`src/rtl/fetch_queue_pkg.sv`:
```
// Shared widths and the bundle layout for the fetch-to-decode queue.
// One fq_entry_t is one fetch bundle as stored in a single queue slot.
package fetch_queue_pkg;
   localparam int ADDR_LEN    = 32;
   localparam int INSN_LEN    = 32;
   localparam int GSH_BHR_LEN = 10;
   localparam int FQ_ENT_LEN  = 2*ADDR_LEN + 2*INSN_LEN + 2 + GSH_BHR_LEN;

   typedef struct packed {
      logic [ADDR_LEN-1:0]    pc;
      logic [ADDR_LEN-1:0]    npc;
      logic [INSN_LEN-1:0]    inst1;
      logic [INSN_LEN-1:0]    inst2;
      logic                   invalid2;
      logic                   predict_cond;
      logic [GSH_BHR_LEN-1:0] bhr;
   } fq_entry_t;
endpackage

```
`src/rtl/fetch_queue_ram.sv`:
```
// Bundle storage: DEPTH x WIDTH register array.
// It has one synchronous write port, one asynchronous read port and an async clear.
module fetch_queue_ram
   import fetch_queue_pkg::*;
#(
   parameter int DEPTH   = 4,
   parameter int PTR_LEN = 2,
   parameter int WIDTH   = FQ_ENT_LEN
) (
   input  logic               clk,
   input  logic               reset,
   input  logic               we,
   input  logic [PTR_LEN-1:0] waddr,
   input  logic [WIDTH-1:0]   wdata,
   input  logic [PTR_LEN-1:0] raddr,
   output logic [WIDTH-1:0]   rdata
);
   logic [DEPTH-1:0][WIDTH-1:0] mem_q, mem_d;

   always_comb begin
      mem_d = mem_q;
      if (we) mem_d[waddr] = wdata;
   end

   always_ff @(posedge clk or posedge reset) begin
      if (reset) mem_q <= '0;
      else       mem_q <= mem_d;
   end

   assign rdata = mem_q[raddr];
endmodule

```
`src/rtl/fetch_queue.sv`:
```
// Decoupling FIFO between fetch and decode, holding one bundle per entry.
// A flush discards every entry; the storage is left as is and deq_valid masks it.
module fetch_queue
   import fetch_queue_pkg::*;
#(
   parameter int DEPTH   = 4,
   parameter int PTR_LEN = 2
) (
   input  logic                   clk,
   input  logic                   reset,
   input  logic                   enq_valid,
   output logic                   enq_ready,
   input  logic [ADDR_LEN-1:0]    enq_pc,
   input  logic [ADDR_LEN-1:0]    enq_npc,
   input  logic [INSN_LEN-1:0]    enq_inst1,
   input  logic [INSN_LEN-1:0]    enq_inst2,
   input  logic                   enq_invalid2,
   input  logic                   enq_predict_cond,
   input  logic [GSH_BHR_LEN-1:0] enq_bhr,
   input  logic                   flush,
   output logic                   deq_valid,
   input  logic                   deq_ready,
   output logic [ADDR_LEN-1:0]    deq_pc,
   output logic [ADDR_LEN-1:0]    deq_npc,
   output logic [INSN_LEN-1:0]    deq_inst1,
   output logic [INSN_LEN-1:0]    deq_inst2,
   output logic                   deq_invalid2,
   output logic                   deq_predict_cond,
   output logic [GSH_BHR_LEN-1:0] deq_bhr,
   output logic [PTR_LEN:0]       count
);
   localparam logic [PTR_LEN:0]   FULL_CNT = (PTR_LEN+1)'(DEPTH);
   localparam logic [PTR_LEN:0]   CNT_ONE  = (PTR_LEN+1)'(1);
   localparam logic [PTR_LEN-1:0] PTR_ONE  = PTR_LEN'(1);

   logic [PTR_LEN-1:0] wr_ptr_q, wr_ptr_d, rd_ptr_q, rd_ptr_d;
   logic [PTR_LEN:0]   count_q, count_d;
   logic               enq_fire, deq_fire;
   fq_entry_t          wr_entry, rd_entry;

   // enq_ready looks only at occupancy, so a full queue refuses even while draining.
   assign enq_ready = (count_q != FULL_CNT);
   assign deq_valid = (count_q != '0);
   assign enq_fire  = enq_valid & enq_ready;
   assign deq_fire  = deq_valid & deq_ready;
   assign count     = count_q;

   always_comb begin
      wr_ptr_d = wr_ptr_q;
      rd_ptr_d = rd_ptr_q;
      count_d  = count_q;
      if (flush) begin
         wr_ptr_d = '0;
         rd_ptr_d = '0;
         count_d  = '0;
      end else begin
         if (enq_fire) wr_ptr_d = wr_ptr_q + PTR_ONE;
         if (deq_fire) rd_ptr_d = rd_ptr_q + PTR_ONE;
         if (enq_fire && !deq_fire)      count_d = count_q + CNT_ONE;
         else if (!enq_fire && deq_fire) count_d = count_q - CNT_ONE;
      end
   end

   always_ff @(posedge clk or posedge reset) begin
      if (reset) begin
         wr_ptr_q <= '0;
         rd_ptr_q <= '0;
         count_q  <= '0;
      end else begin
         wr_ptr_q <= wr_ptr_d;
         rd_ptr_q <= rd_ptr_d;
         count_q  <= count_d;
      end
   end

   assign wr_entry = '{enq_pc, enq_npc, enq_inst1, enq_inst2,
                       enq_invalid2, enq_predict_cond, enq_bhr};

   fetch_queue_ram #(.DEPTH(DEPTH), .PTR_LEN(PTR_LEN), .WIDTH(FQ_ENT_LEN)) u_ram (
      .clk   (clk),
      .reset (reset),
      .we    (enq_fire & ~flush),
      .waddr (wr_ptr_q),
      .wdata (wr_entry),
      .raddr (rd_ptr_q),
      .rdata (rd_entry)
   );

   assign deq_pc           = rd_entry.pc;
   assign deq_npc          = rd_entry.npc;
   assign deq_inst1        = rd_entry.inst1;
   assign deq_inst2        = rd_entry.inst2;
   assign deq_invalid2     = rd_entry.invalid2;
   assign deq_predict_cond = rd_entry.predict_cond;
   assign deq_bhr          = rd_entry.bhr;

`ifndef SYNTHESIS
   a_count_bound: assert property (@(posedge clk) disable iff (reset) count_q <= FULL_CNT);
   a_no_enq_full: assert property (@(posedge clk) disable iff (reset)
                                   !(enq_fire && count_q == FULL_CNT));
   a_no_deq_empty: assert property (@(posedge clk) disable iff (reset)
                                    !(deq_fire && count_q == '0));
`endif
endmodule

```
`config.mk`:
```
export PLATFORM = sky130hd
export DESIGN_NAME = fetch_queue
export DESIGN_NICKNAME = d
export VERILOG_FILES = /design/src/rtl/fetch_queue_pkg.sv /design/src/rtl/fetch_queue_ram.sv /design/src/rtl/fetch_queue.sv
export SDC_FILE = /design/constraint.sdc
export NUM_CORES = 1
export LEC_CHECK = 0
export CORE_MARGIN = 4
export CORE_UTILIZATION = 30
export CTS_CLUSTER_SIZE = 30
export DETAILED_ROUTE_END_ITERATION = 6
export PLACE_DENSITY = 0.51
export SLEW_MARGIN = 40
export SYNTH_ARGS = -nofsm -noshare
export SYNTH_HDL_FRONTEND = slang
export SYNTH_SLANG_ARGS = --single-unit
```
`constraint.sdc`:
```
create_clock -name clk -period 48.4 [get_ports clk]
set_clock_uncertainty 0.15 [all_clocks]
set_input_delay 9.68 -clock clk [delete_from_list [all_inputs] [get_ports clk]]
set_output_delay 9.68 -clock clk [all_outputs]
set_load 0.02 [all_outputs]
```
* After elaboration in Yosys (flattened, before gate mapping)
Cells that the tools add are included.
** Word-level totals
- Memories kept :: 0
- Register bits after elaboration :: 567
- Word-level logic and storage cells :: 40
- Latch bits :: 0
- Bits in read-only memories :: 0
- Input port bits :: 145
- Output and inout bits :: 145
- Bits in writable memories :: 0
** Cells by class
- Bitwise gates (word level) :: 4
- $mul :: 0
- Multiplexer cells :: 12
- $add $sub $neg :: 4
- Equality and inequality tests :: 1
- Divide/modulo/power cells :: 0
- Reductions and logical operators :: 9
- $lt $le $gt $ge :: 3
- Shift-type cells :: 0
** Operators with widths (count)
- bitwise mux 560 bit :: 1
- binary-select mux 140 bit (select 2 bit) :: 1
- demux 140 bit (select 2 bit) :: 1
- 2-to-1 mux 140 bit :: 2
- 2-to-1 mux 3 bit :: 3
- 2-to-1 mux 2 bit :: 4
- < comparator 2 x 3 -> 1 bit (second input constant) :: 2
- nonzero test 3 bit :: 2
- adder 2 x 1 -> 2 bit (second input constant) :: 2
- nonzero test 2 bit :: 2
- adder 3 x 1 -> 3 bit (second input constant) :: 1
- bitwise AND 1 bit :: 3
- logical AND 1 bit :: 3
- inequality test 3 bit (second input constant) :: 1
- subtractor 3 x 1 -> 3 bit (second input constant) :: 1
- >= comparator 2 x 1 -> 1 bit (second input constant) :: 1
- zero test 1 bit :: 2
- inverter 1 bit :: 1

* Logic depth before layout (Yosys ltp)
- Depth in word-level cells :: 7
- Depth in mapped cells :: 8
- Depth with buffers taken out :: 6

* Modules after synthesis
A second synthesis with hierarchy kept.
** Unflattened totals
- Cells, all modules :: 1420
- Area total of the unflattened synthesis :: 24594.8 um^2
** By module, submodules not included
- fetch_queue_ram :: times used 1, cells each 1357, seq. area each 14013.4 um^2, area an instance 24015.5 um^2
- fetch_queue :: times used 1, cells each 63, seq. area each 175.2 um^2, area an instance 579.3 um^2

* Worst setup path before layout
OpenSTA, ideal clock, no wires.
- Path kind :: register to output
- Start point :: register rd_ptr_q[0]
- End point :: output port deq_inst1[22]
- Arrival :: 1.677 ns
- Required time :: 38.570 ns
- Buffers on the path :: 3
- Slack :: 36.893 ns
- Stages on the path, launching flop included :: 5
- Cell sequence :: dfrtp_1 > clkbuf_1 > buf_2 > buf_2 > mux4_2
** Between the ends
- Longest elaborated chain between the ends :: 2
** RTL lines
- start, declared :: line fetch_queue.sv:36 : logic [PTR_LEN-1:0] wr_ptr_q, wr_ptr_d, rd_ptr_q, rd_ptr_d;
- start signal, assigned :: line fetch_queue.sv:71 : rd_ptr_q <= rd_ptr_d;
- binary-select mux 140 bit (select 2 bit) :: line fetch_queue_ram.sv:30 : assign rdata = mem_q[raddr];
- 2-to-1 mux 140 bit (implied by the code) :: line fetch_queue_ram.sv:30
- end, declared :: line fetch_queue.sv:25 : output logic [INSN_LEN-1:0] deq_inst1,
No other way between the ends. The select of a mux whose other input is x is not followed.

* Worst setup path after layout
- Start point :: register rd_ptr_q[0]
- End point :: output port deq_inst1[0]
Same word-level chain as after synthesis.

==> impl_metrics.tcl <==
set metrics [dict create \
    run_status "finished clean" \
    htree_levels 3 \
    die_h_um 297 \
    rrSetupSlack_ns 44.82 \
    syn_nets 1566 \
    ant_nets 0 \
    netlist_instances 1416 \
    critPathMostFrequentCell "buf_6" \
    io_buffers 289 \
    grt_pass1_vias 15700 \
    regArea_um2 14200 \
    cp.arrival_ns 3.65 \
    max_cap_violations 0 \
    post-place-ws_ns 34.83 \
    timing.hold.worst.class "reg2reg" \
    vias 13600 \
    cts.clk_slew.worst_paths_ns 0.06 \
    crit_required_ns 38.57 \
    cts_made_buffers 70 \
    rsz0062_at_grt "false" \
    fillCellCount 7590 \
    hp-start "u_ram.mem_q[256]$_DFFE_PP0P_" \
    io_pins 290 \
    area_growth_pct 25.6 \
    hold_buffers 0 \
    worst_slew_pin_slew_ns 0.833 \
    power_density_nw_per_um2 65.8 \
    synth-seq-cells 567 \
    multiInputGateArea_um2 10200 \
    cts.sinks 567 \
    busiest_layer "met2" \
    tns_ns 0 \
    grt_max_degree 111 \
    vdd.ir_drop.worst_mv 0.0368 \
    gp_congestion 0.688 \
    min_path_cells 1 \
    fin_nets 1851 \
    cts-resized-gates 0 \
    hold_viol 0 \
    critPathCaptureType "output pin" \
    max_freq_ghz 0.0742 \
    clk_latency_ns 0.58 \
    p_leak_nw 13.4 \
    gr-usage-all-layers_pct 14.4 \
    core_um2 82400 \
    fin_ws_ns 34.92 \
    fin_crit_ns 13.48 \
    setup_viol 0 \
    max_slew_margin_pct 44.5 \
    wl_per_cell_um 22.3 \
    worstHoldEndpoint "u_ram.mem_q[256]$_DFFE_PP0P_" \
    avgSynthCellArea_um2 17.7 \
    fin_crit_sh_pct 27.8 \
    drc 0 \
    vias_per_cell 4.83 \
    cts_tree "done" \
    cts_setup_buffers 0 \
    gr-usage-met2_pct 23.7 \
    dr.pass1.iters 4 \
    rows 105 \
    grt_overflow 0 \
    crit_path_max_fanout 44 \
    path_cells "buf_6 -> buf_6 -> mux4_2 -> clkdlybuf4s50_1" \
    rr_endpoint "u_ram.mem_q[323]$_DFFE_PP0P_" \
    finalWirelength_um 63000 \
    cts_buffer_depth 3 \
    async_flop_share_pct 100 \
    use_met1_pct 18.5 \
    slowest_delay_ns 0.68 \
    met3_usage_pct 4.71 \
    synth-edff-count 0 \
    dieArea_um2 88000 \
    synthDistinctLibCells 34 \
    crit_type "reg2out" \
    cp-start-kind "flip-flop" \
    antenna_found_initial 12 \
    start_util_pct 30.4 \
    yosysSeqAreaShare_pct 56.7 \
    drtIter0Drc 470 \
    r2r_cells 6 \
    cts-root-buf "clkbuf_16" \
    yosysWarnings 0 \
    slew_violations 0 \
    grt_pass1_wl_um 97800 \
    netlist_area_um2 25000 \
    drive_gt1_share_pct 48.5 \
    hpwl_um 38200 \
    yosys_most_used_dff "dfrtp_1" \
    fp.dieW_um 297 \
    worstReg2RegStart "count[2]$_DFFE_PP0P_" \
    crit_slowest_cell "dfrtp_4" \
]
-- flip-flops by register name, indices dropped and copies added (netlist names) --
register,count
count,3
rd_ptr_q,2
u_ram.mem_q,560
wr_ptr_q,2
-- cell usage in the layout, fill, tap and decap left out, types with 2 or more instances in the layout --
master,count
buf_6,16
nand3b_1,2
bufinv_16,8
buf_16,2
buf_4,3
mux2_2,462
diode_2,4
ha_1,4
nor2_1,9
clkbuf_8,19
clkinv_2,9
a21oi_1,2
nand3_1,2
mux4_2,140
clkinv_8,2
inv_6,5
dfrtp_1,565
dfrtp_4,2
nand3_4,3
o21ai_0,2
mux2i_1,2
xor2_1,2
mux2_4,100
inv_1,5
clkbuf_1,9
clkbuf_16,70
clkinvlp_4,3
clkdlybuf4s50_1,289
-- Yosys cell counts, types with 4 or more instances --
library cell / n / area (µm²)
mux4_2: 140 / 3150
mux2_4: 100 / 1500
mux2_2: 462 / 5200
clkbuf_1: 14 / 52.6
inv_1: 6 / 22.5
nor2_1: 9 / 33.8
dfrtp_1: 567 / 14200
nand3_1: 5 / 25.0
buf_4: 31 / 233
buf_6: 11 / 124
buf_2: 37 / 185
buf_1: 4 / 15.0
ha_1: 4 / 50.1
-- how the worst max path moves through the flow --
| stage | start | end | cells past startpoint |
|---|---|---|---|
| floorplan | reset | count[0]$_DFFE_PP0P_ | 1 |
| global placement | flush | u_ram.mem_q[280]$_DFFE_PP0P_ | 6 |
| detailed placement | flush | u_ram.mem_q[323]$_DFFE_PP0P_ | 6 |
| CTS | rd_ptr_q[0]$_DFFE_PP0P_ | deq_inst2[13] | 4 |
| global route | rd_ptr_q[0]$_DFFE_PP0P_ | deq_inst1[1] | 4 |
| finish | rd_ptr_q[0]$_DFFE_PP0P_ | deq_inst1[0] | 4 |
-- worst max-delay path, delay by kind of cell (launching register included) --
| kind | cells | cell delay (ns) |
|---|---|---|
| buf+inv | 3 | 1.76 |
| flops | 1 | 0.68 |
| mux | 1 | 0.58 |
-- metrics by stage --
| stage | utilization, % | power [W] | cells | hold slack (ns) | cell area, µm² |
|---|---|---|---|---|---|
| 2_1_floorplan | - | 0.00123 | 1416 | 0.324 | 25000 |
| 3_3_place_gp | 35.0 | 0.00152 | 2697 | 0.332 | 28800 |
| 3_5_place_dp | 35.1 | 0.00154 | 2699 | 0.337 | 29000 |
| 4_1_cts | 38.1 | 0.00210 | 2824 | 0.351 | 31400 |
| 5_1_grt | 38.1 | 0.00218 | 2825 | 0.358 | 31400 |
| 6_report | 38.1 | 0.00207 | 2828 | 0.348 | 31400 |
-- cells by family (layout without fill, tap and decap cells) --
| family | count (synthesis) | count (layout) | share of synthesized area (%) |
|---|---|---|---|
| AND/OR/NAND/NOR | 22 | 22 | 0.510 |
| other | 0 | 4 | 0 |
| buffers and inverters | 105 | 443 | 2.56 |
| XOR/XNOR | 2 | 2 | 0.0701 |
| AO/OA/AOI/OAI | 11 | 11 | 0.325 |
| flip-flops | 567 | 567 | 56.7 |
| adder cells (fa/ha/maj) | 5 | 5 | 0.280 |
| multiplexers | 704 | 704 | 39.5 |
-- area by class of cell --
| cell class | instances | share of cell area [%] |
|---|---|---|
| Sequential cell | 567 | 45.2 |
| Clock inverter | 27 | 1.20 |
| Antenna cell | 4 | 0.0319 |
| Tap cell | 1070 | 4.26 |
| Multi-Input combinational cell | 744 | 32.5 |
| Clock buffer | 98 | 6.52 |
| Timing Repair Buffer | 311 | 10.1 |
| Inverter | 7 | 0.124 |
-- power breakdown --
group,leakage [nW],switching [W],internal [W]
Clock,1.19,0.000208,0.000338
Combinational,5.03,0.000318,0.000442
Sequential,7.14,0.0000994,0.000661
-- routing by layer --
metal | part of all wire [%] | vias up
li1 | - | 5898
met1 | 43 | 7377
met2 | 47 | 251
met3 | 6.9 | 108
met4 | 2.3 | 14
met5 | 0.16 | -
Note: power is estimated with default switching activity, not from simulation.
